===== src/rtl/add_sub_pkg.sv =====
// Shared types for the pipelined adder/subtractor: opcode encoding, flag layout
// and the opcode decode into an operand-B inversion plus a carry-in.
package add_sub_pkg;

   typedef enum logic [1:0] {
      OP_ADD = 2'd0,
      OP_SUB = 2'd1,
      OP_ADC = 2'd2,
      OP_SBC = 2'd3
   } op_e;

   typedef struct packed {
      logic n;
      logic z;
      logic c;
      logic v;
   } flags_t;

   typedef struct packed {
      logic invert_b;
      logic cin;
   } op_ctl_t;

   // Subtraction is A + ~B + cin, so C=1 reads as "no borrow".
   function automatic op_ctl_t decode_op(input op_e op, input logic carry);
      op_ctl_t ctl;
      ctl.invert_b = 1'b0;
      ctl.cin      = 1'b0;
      case (op)
         OP_ADD: begin ctl.invert_b = 1'b0; ctl.cin = 1'b0;  end
         OP_SUB: begin ctl.invert_b = 1'b1; ctl.cin = 1'b1;  end
         OP_ADC: begin ctl.invert_b = 1'b0; ctl.cin = carry; end
         OP_SBC: begin ctl.invert_b = 1'b1; ctl.cin = carry; end
         default: ;
      endcase
      return ctl;
   endfunction

endpackage


===== src/rtl/add_sub_segment.sv =====
// Combinational SEG-bit ripple slice: sum, carry out, carry into the slice MSB
// (needed for signed overflow at the top slice) and a slice-zero indication.
module add_sub_segment #(
   parameter int SEG = 16
) (
   input  logic [SEG-1:0] a_i,
   input  logic [SEG-1:0] b_i,
   input  logic           cin_i,
   output logic [SEG-1:0] sum_o,
   output logic           cout_o,
   output logic           cmsb_o,
   output logic           zero_o
);

   assign {cout_o, sum_o} = {1'b0, a_i} + {1'b0, b_i} + {{SEG{1'b0}}, cin_i};
   // sum = a ^ b ^ carry-in at every bit, so the MSB carry-in falls out directly.
   assign cmsb_o = sum_o[SEG-1] ^ a_i[SEG-1] ^ b_i[SEG-1];
   assign zero_o = ~|sum_o;

endmodule


===== src/rtl/pipelined_add_sub.sv =====
// Pipelined N-bit add/sub: the carry chain is cut into STAGES registered slices,
// with a single global advance enable giving valid/ready backpressure.
module pipelined_add_sub
   import add_sub_pkg::*;
#(
   parameter int REGISTER_WIDTH = 64,
   parameter int STAGES         = 4,
   parameter int TAG_WIDTH      = 5
) (
   input  logic                      clk_i,
   input  logic                      rst_n_i,
   input  logic                      valid_i,
   output logic                      ready_o,
   input  op_e                       op_i,
   input  logic [REGISTER_WIDTH-1:0] A_i,
   input  logic [REGISTER_WIDTH-1:0] B_i,
   input  logic                      carry_i,
   input  logic [TAG_WIDTH-1:0]      tag_i,
   output logic                      valid_o,
   input  logic                      ready_i,
   output logic [REGISTER_WIDTH-1:0] S_o,
   output flags_t                    flags_o,
   output logic [TAG_WIDTH-1:0]      tag_o
);

   localparam int SEG = (STAGES > 0) ? REGISTER_WIDTH / STAGES : 1;

   if (STAGES < 1 || (REGISTER_WIDTH % SEG) != 0 || SEG * STAGES != REGISTER_WIDTH) begin : g_cfg_check
      $error("pipelined_add_sub: REGISTER_WIDTH must be a multiple of STAGES >= 1");
   end

   logic                      en;
   op_ctl_t                   ctl;
   logic [REGISTER_WIDTH-1:0] b_eff;

   // Whole pipe moves together; bubbles are kept, not squeezed out.
   assign en      = ready_i | ~valid_o;
   assign ready_o = en;
   assign ctl     = decode_op(op_i, carry_i);
   assign b_eff   = ctl.invert_b ? ~B_i : B_i;

   for (genvar k = 0; k < STAGES; k++) begin : g_stage
      localparam int LO  = k * SEG;
      localparam int REM = REGISTER_WIDTH - LO - SEG;

      // Operand bits from this slice upward; lower bits are already summed.
      logic [REM+SEG-1:0]   a_src, b_src;
      logic                 cin_src, zacc_src, vld_src;
      logic [TAG_WIDTH-1:0] tag_src;
      logic [SEG-1:0]       seg_sum;
      logic                 seg_cout, seg_cmsb, seg_zero;
      logic [LO+SEG-1:0]    sum_d, sum_q;
      logic                 vld_q, carry_q, zacc_q;
      logic [TAG_WIDTH-1:0] tag_q;

      if (k == 0) begin : g_first
         assign a_src    = A_i;
         assign b_src    = b_eff;
         assign cin_src  = ctl.cin;
         assign zacc_src = 1'b1;
         assign vld_src  = valid_i;
         assign tag_src  = tag_i;
         assign sum_d    = seg_sum;
      end else begin : g_next
         assign a_src    = g_stage[k-1].g_fwd.a_q;
         assign b_src    = g_stage[k-1].g_fwd.b_q;
         assign cin_src  = g_stage[k-1].carry_q;
         assign zacc_src = g_stage[k-1].zacc_q;
         assign vld_src  = g_stage[k-1].vld_q;
         assign tag_src  = g_stage[k-1].tag_q;
         assign sum_d    = {seg_sum, g_stage[k-1].sum_q};
      end

      add_sub_segment #(.SEG(SEG)) u_seg (
         .a_i    (a_src[SEG-1:0]),
         .b_i    (b_src[SEG-1:0]),
         .cin_i  (cin_src),
         .sum_o  (seg_sum),
         .cout_o (seg_cout),
         .cmsb_o (seg_cmsb),
         .zero_o (seg_zero)
      );

      always_ff @(posedge clk_i or negedge rst_n_i) begin
         if (!rst_n_i) begin
            vld_q   <= 1'b0;
            carry_q <= 1'b0;
            zacc_q  <= 1'b0;
            tag_q   <= '0;
            sum_q   <= '0;
         end else if (en) begin
            vld_q   <= vld_src;
            carry_q <= seg_cout;
            zacc_q  <= zacc_src & seg_zero;
            tag_q   <= tag_src;
            sum_q   <= sum_d;
         end
      end

      if (REM > 0) begin : g_fwd
         logic [REM-1:0] a_q, b_q;
         always_ff @(posedge clk_i or negedge rst_n_i) begin
            if (!rst_n_i) begin
               a_q <= '0;
               b_q <= '0;
            end else if (en) begin
               a_q <= a_src[REM+SEG-1:SEG];
               b_q <= b_src[REM+SEG-1:SEG];
            end
         end
      end

      if (k == STAGES - 1) begin : g_last
         logic v_q;
         always_ff @(posedge clk_i or negedge rst_n_i) begin
            if (!rst_n_i)  v_q <= 1'b0;
            else if (en)   v_q <= seg_cmsb ^ seg_cout;
         end
      end
   end

   assign valid_o = g_stage[STAGES-1].vld_q;
   assign S_o     = g_stage[STAGES-1].sum_q;
   assign tag_o   = g_stage[STAGES-1].tag_q;
   assign flags_o = {S_o[REGISTER_WIDTH-1], g_stage[STAGES-1].zacc_q,
                     g_stage[STAGES-1].carry_q, g_stage[STAGES-1].g_last.v_q};

endmodule

===== config.mk =====
export PLATFORM = sky130hd
export DESIGN_NAME = pipelined_add_sub
export DESIGN_NICKNAME = d
export VERILOG_FILES = /design/src/rtl/add_sub_pkg.sv /design/src/rtl/add_sub_segment.sv /design/src/rtl/pipelined_add_sub.sv
export SDC_FILE = /design/constraint.sdc
export NUM_CORES = 1
export LEC_CHECK = 0
export CAP_MARGIN = 25
export CORE_UTILIZATION = 45
export CTS_CLUSTER_SIZE = 28
export DETAILED_ROUTE_END_ITERATION = 10
export PLACE_DENSITY = 0.79
export SKIP_CTS_REPAIR_TIMING = 1
export SYNTH_ARGS = -nofsm -noshare
export SYNTH_HDL_FRONTEND = slang
export SYNTH_SLANG_ARGS = --single-unit

===== constraint.sdc =====
create_clock -name clk_i -period 3.96 [get_ports clk_i]
set_input_delay 1.188 -clock clk_i [delete_from_list [all_inputs] [get_ports clk_i]]
set_output_delay 1.188 -clock clk_i [all_outputs]
set_load 0.1 [all_outputs]

# Yosys cells after proc, flatten, opt, wreduce, memory -nomap -nowiden

Index checks and enable logic that the tools add are counted.

Output and inout bits: 75
Register bits: 385

$add $sub $neg: 8
Equal/unequal tests: 3
Muxes and demuxes: 2
Reduce and logical (&&, ||, !) cells: 9
Bitwise gates (word level): 9

Operators by type and width:

| cell                                                                  | number |
|---|---|
| 16-bit by 16-bit adder with 17-bit output                             | 4 |
| 17-bit by 1-bit adder with 17-bit output                              | 4 |
| 64-bit two-way mux                                                    | 1 |
| 64-bit NOT                                                            | 1 |
| 16-bit OR reduction                                                   | 4 |
| 2-bit one-hot mux with 4 select lines                                 | 1 |
| 2-bit equality test, second input constant                            | 2 |
| 1-bit logical NOT                                                     | 4 |
| 1-bit bitwise AND                                                     | 3 |
| 1-bit bitwise XOR                                                     | 3 |
| 2-bit by 1-bit equality test with 1-bit output, second input constant | 1 |
| 2-bit logical NOT                                                     | 1 |
| 1-bit NOT                                                             | 1 |
| 1-bit bitwise OR                                                      | 1 |

# Logic depth before layout (Yosys ltp)

Depth in word-level cells: 7
Gate-level depth with buffers: 13
Mapped depth without buffers: 11

# Hierarchy

From an unflattened synthesis, not the netlist that was laid out.

Cell total of the unflattened synthesis: 1373
Area, all modules: 18903.1 µm²

By module, submodules not included:

| module                              | cells an instance | sequential area each (µm²) | area each (µm²) | instances |
|---|---|---|---|---|
| pipelined_add_sub                   | 897               | 9634.2                     | 15343.5         | 1 |
| add_sub_segment at g_stage[1].u_seg | 133               | 0.0                        | 949.7           | 1 |
| add_sub_segment at g_stage[0].u_seg | 114               | 0.0                        | 907.1           | 1 |
| add_sub_segment at g_stage[2].u_seg | 114               | 0.0                        | 857.1           | 1 |
| add_sub_segment at g_stage[3].u_seg | 115               | 0.0                        | 845.8           | 1 |

# Worst setup path before layout

No wires, ideal clock.

Kind: input -> register
Start: input port op_i[0]
End: register g_stage[0].zacc_q
Data arrival time: 4.430 ns
Data required time: 3.868 ns
Path slack: -0.561 ns
Stages: 13
Path through: clkbuf_1 > clkbuf_1 > mux2i_1 > fa_1 > fa_1 > nor2b_4 > o31a_4 > o21ai_4 > a21boi_0 > o2111ai_1 > a2111oi_4 > nand4_1 > o31ai_2

Cells in the longest elaborated chain, start to end: 7
Elaborated cells between the ends (all ways): 10
Classes of those cells: add/sub: 2; eq/ne: 3; mux: 2; reduce/logical: 3

RTL lines:

| what                                              | line                    | source |
|---|---|---|
| start: declaration                                | pipelined_add_sub.sv:14 | `input op_e op_i,` |
| 2-bit equality test, or another cell as far along | add_sub_pkg.sv:29       | `case (op)` |
| 2-bit one-hot mux with 4 select lines (*)         | add_sub_pkg.sv:29       |  |
| 64-bit two-way mux                                | pipelined_add_sub.sv:40 | `assign b_eff = ctl.invert_b ? ~B_i : B_i;` |
| 16-bit by 16-bit adder with 17-bit output         | add_sub_segment.sv:15   | `assign {cout_o, sum_o} = {1'b0, a_i} + {1'b0, b_i} + {{SEG{1'b0}}, cin_i};` |
| 17-bit by 1-bit adder with 17-bit output (*)      | add_sub_segment.sv:15   |  |
| 16-bit OR reduction (*)                           | add_sub_segment.sv:18   | `assign zero_o = ~\|sum_o;` |
| 1-bit logical NOT (*)                             | add_sub_segment.sv:18   |  |
| end signal: assignment                            | pipelined_add_sub.sv:94 | `zacc_q <= zacc_src & seg_zero;` |
| end: declaration                                  | pipelined_add_sub.sv:53 | `logic vld_q, carry_q, zacc_q;` |

Mark *: on every way between the ends. The rest lies on a longest branch, timed or not.
A chain may end at the register's enable or synchronous reset.

# Worst setup path after layout

Start: input port op_i[1]
End: register g_stage[0].zacc_q

The elaborated chain is that of the path after synthesis.

==> reports/qor.csv <==
stage,metric,value,unit
setup_path,path_class,in2reg,
grt,grt_overflow,0,
routing,m1WireLength,17.5,mm
grt,grt_pass1_vias,13700,
routing,drt_iter0_markers,770,
setup_path,required,4.42,ns
clock_network,cts_tree,done,
setup_path,critPathLaunchType,input port,
yosys,yosysWarnings,0,
routing,remaining_drc_errors,0,
pwr,vdd_drop_max,538,uV
yosys,synth_cells,2021,
cells_and_area,diodes,0,
pwr,internal_power,11.2,mW
setup_path,path_max_fanout,3,
timing,timing.slew.headroom,0.324,
pwr,swShare,0.456,
routing,wl_met3,1.68,mm
floorplanning,initial_core_util,0.460,
floorplanning,io_pins,215,
floorplanning,die_h,202,um
yosys,async_flop_share,1.00,
clock_network,cts.sink_count,385,
job,max-cap-violations,0,
setup_path,path_buf_inv,1,
place,gp_congestion,0.836,
floorplanning,die_area,0.0407,sq mm
timing,finalCritPeriodShare,0.954,
yosys,ys_types,69,
timing,fin_skew,0.00995,ns
cells_and_area,final_nets,2415,
place,placed_cell_area,0.0206,sq mm
routing,drt-total-wl,39.6,mm
timing,setup_viol,0,
setup_path,cp_top_family,compound AO/OA/AOI/OAI gates,
setup_path,worst_path_max_delay_cell,clkdlybuf4s50_1,
clock_network,numCtsBuffers,40,
pwr,p_seq_frac,0.324,
setup_path,cp-end-kind,flop,
clock_network,cts_buffer_depth,3,
timing,finalCriticalPeriod,3.78,ns
place,place_hpwl,27.6,mm
cells_and_area,fillers,3415,
grt,grt_use_total,0.199,
clock_network,insertion_delay,0.55,ns
timing,worst_pin_slew,1.01,ns
timing,fmax,0.265,GHz
timing,hold_viol_final,0,
yosys,syn-num-nets,2229,
grt,grt_pass1_wl,66.5,mm
grt,grt_max_degree,164,
run_status,outcome,completed,
routing,routed_via_density,5.03,
clock_network,clk_pin_slew,0.06,ns
clock_network,htreeDepth,2,
floorplanning,dieWidth,202,um
cells_and_area,final_layout_size_suffix_gt1_frac,0.0738,
cells_and_area,mostFrequentLayoutCell,nand2_1,
pwr,cellLeakagePower,10.7,nW
routing,dr.pass1.iters,6,
setup_path,cpPeakStageDelay,0.48,ns
pwr,power.switching,9.38,mW
cells_and_area,syn_to_final_growth,22.4,%
floorplanning,coreArea,0.0390,sq mm
cells_and_area,final_area,0.0220,sq mm
routing,vias,13900,
clock_network,clk_root_buffer_cell,clkbuf_16,
timing,final-max-slew-violation-count,0,
cells_and_area,layout_common_cells,"nand2_1 (956), dfrtp_1 (385), clkdlybuf4s50_1 (174)",
routing,top_layer,met5,
grt,antenna_found_initial,1,
pwr,p_per_area,935,mW/mm^2
routing,ant_nets,0,
routing,routedWlPerCell,14.4,um
yosys,synth_ff_type,dfrtp_1,
timing,rsz0062_at_grt,false,
yosys,seq_area_frac_synth,0.537,
place,place.port_buffers,214,
pwr,p_clk_frac,0.188,
yosys,synth_area,0.0179,sq mm
yosys,synth_edf_count,0,
routing,dr_wl_met2,19.3,mm
floorplanning,core.rowCount,72,
yosys,avgSynthCellArea,8.88,sq um
timing,tns,0,ns
setup_path,crit_chain,clkdlybuf4s50_1 -> mux2i_1 -> fa_1 -> fa_2 -> nor2b_4 -> o31a_4 -> o21ai_4 -> a21boi_0 -> o2111ai_1 -> a2111oi_4 -> nand4_1 -> o31ai_2,
setup_path,worstPathArrival,4.24,ns
yosys,synth-seq-cells,385,
worst_hold_path,hp-class,reg2reg,
pwr,p_comb_frac,0.488,
[final timing paths]
path	to	from	slack (ns)	cells past startpoint
min in group asynchronous	S_o[32]	rst_n_i	0.66	1
min	S_o[20]	S_o[20]	0.46	2
max in group asynchronous	g_stage[0].g_fwd.a_q[34]	rst_n_i	2.39	2
min reg2reg	S_o[20]	S_o[20]	0.46	2
max	g_stage[0].zacc_q	op_i[1]	0.18	12
max reg2reg	g_stage[1].zacc_q	g_stage[0].carry_q	0.61	10
[per-stage QoR]
stage	power, mW	std cells	util	hold slack (ns)	setup slack [ns]
floorplan	14.2	2021	-	0.430	0.0131
finish	20.5	2755	0.563	0.461	0.182
detailed placement	16.7	2683	0.528	0.454	-0.334
global placement	16.4	2683	0.528	0.444	-0.222
CTS	20.7	2755	0.563	0.466	0.237
global route	22.0	2755	0.563	0.479	0.0531
[Yosys cell counts (all sizes together) (4+ instances only)]
cell type / n / area (sq um)
a31oi: 5 / 31.3
nor2: 39 / 146
ha: 60 / 751
or2: 4 / 25.0
fa: 8 / 160
nand2b: 4 / 25.0
clkbuf: 78 / 293
o211ai: 9 / 67.6
nand4: 10 / 62.6
inv: 25 / 93.8
a21oi: 65 / 344
xor2: 35 / 307
o21ai: 102 / 526
a21o: 23 / 173
nand2: 956 / 3590
or3: 7 / 48.8
nand3: 17 / 90.1
mux2: 5 / 56.3
nor3: 15 / 75.1
a211oi: 4 / 30.0
nor2b: 7 / 51.3
buf: 20 / 90.1
o21bai: 6 / 45.0
dfrtp: 385 / 9630
xnor2: 77 / 682
o31ai: 6 / 63.8
[final cells by class]
class | instances | area (sq um) | share of cell area
clock buffer | 57 | 1180 | 0.0535
clock inverter | 15 | 189 | 0.00860
tap | 518 | 648 | 0.0295
timing repair buffer | 242 | 2370 | 0.108
sequential | 385 | 9630 | 0.439
multi-input combinational | 1513 | 7850 | 0.357
inverter | 25 | 101 | 0.00461
[registers in the layout (all words and copies together), names as in the netlist, 3 cells and up]
| name | flops |
|---|---|
| g_stage.tag_q | 15 |
| g_stage.g_fwd.b_q | 96 |
| g_stage.vld_q | 3 |
| g_stage.zacc_q | 4 |
| g_stage.g_fwd.a_q | 96 |
| S_o | 64 |
| g_stage.carry_q | 4 |
| tag_o | 5 |
| g_stage.sum_q | 96 |
[power by group through the flow]
stage | clock, mW | combinational, mW | sequential [mW]
floorplan | 0 | 5.24 | 8.99
global placement | 0 | 9.75 | 6.66
detailed placement | 0 | 10.0 | 6.73
CTS | 3.97 | 10.1 | 6.67
global route | 4.11 | 11.0 | 6.88
finish | 3.87 | 10.0 | 6.65
[layer usage]
layer	global-route usage	up-vias
met5	0	-
li1	-	6881
met1	0.264	6627
met4	0.0720	2
met3	0.0303	66
met2	0.329	284
[worst min-delay path, cell delays in order (launching register included)]
cell and delay [ns]:
dfrtp_1 0.34, nand2_1 0.05, nand2_1 0.04
[cells by family (layout without fill, tap and decap cells)]
group           after synthesis  in the layout  share of synthesized area
mux                           7              7                    0.00425
simple gates               1074           1074                      0.237
buf+inv                     123            339                     0.0266
compound gates              252            252                     0.0901
xor+xnor                    112            112                     0.0551
fa+ha+maj                    68             68                     0.0507
flops                       385            385                      0.537
Note: power is estimated with default switching activity, not from simulation.
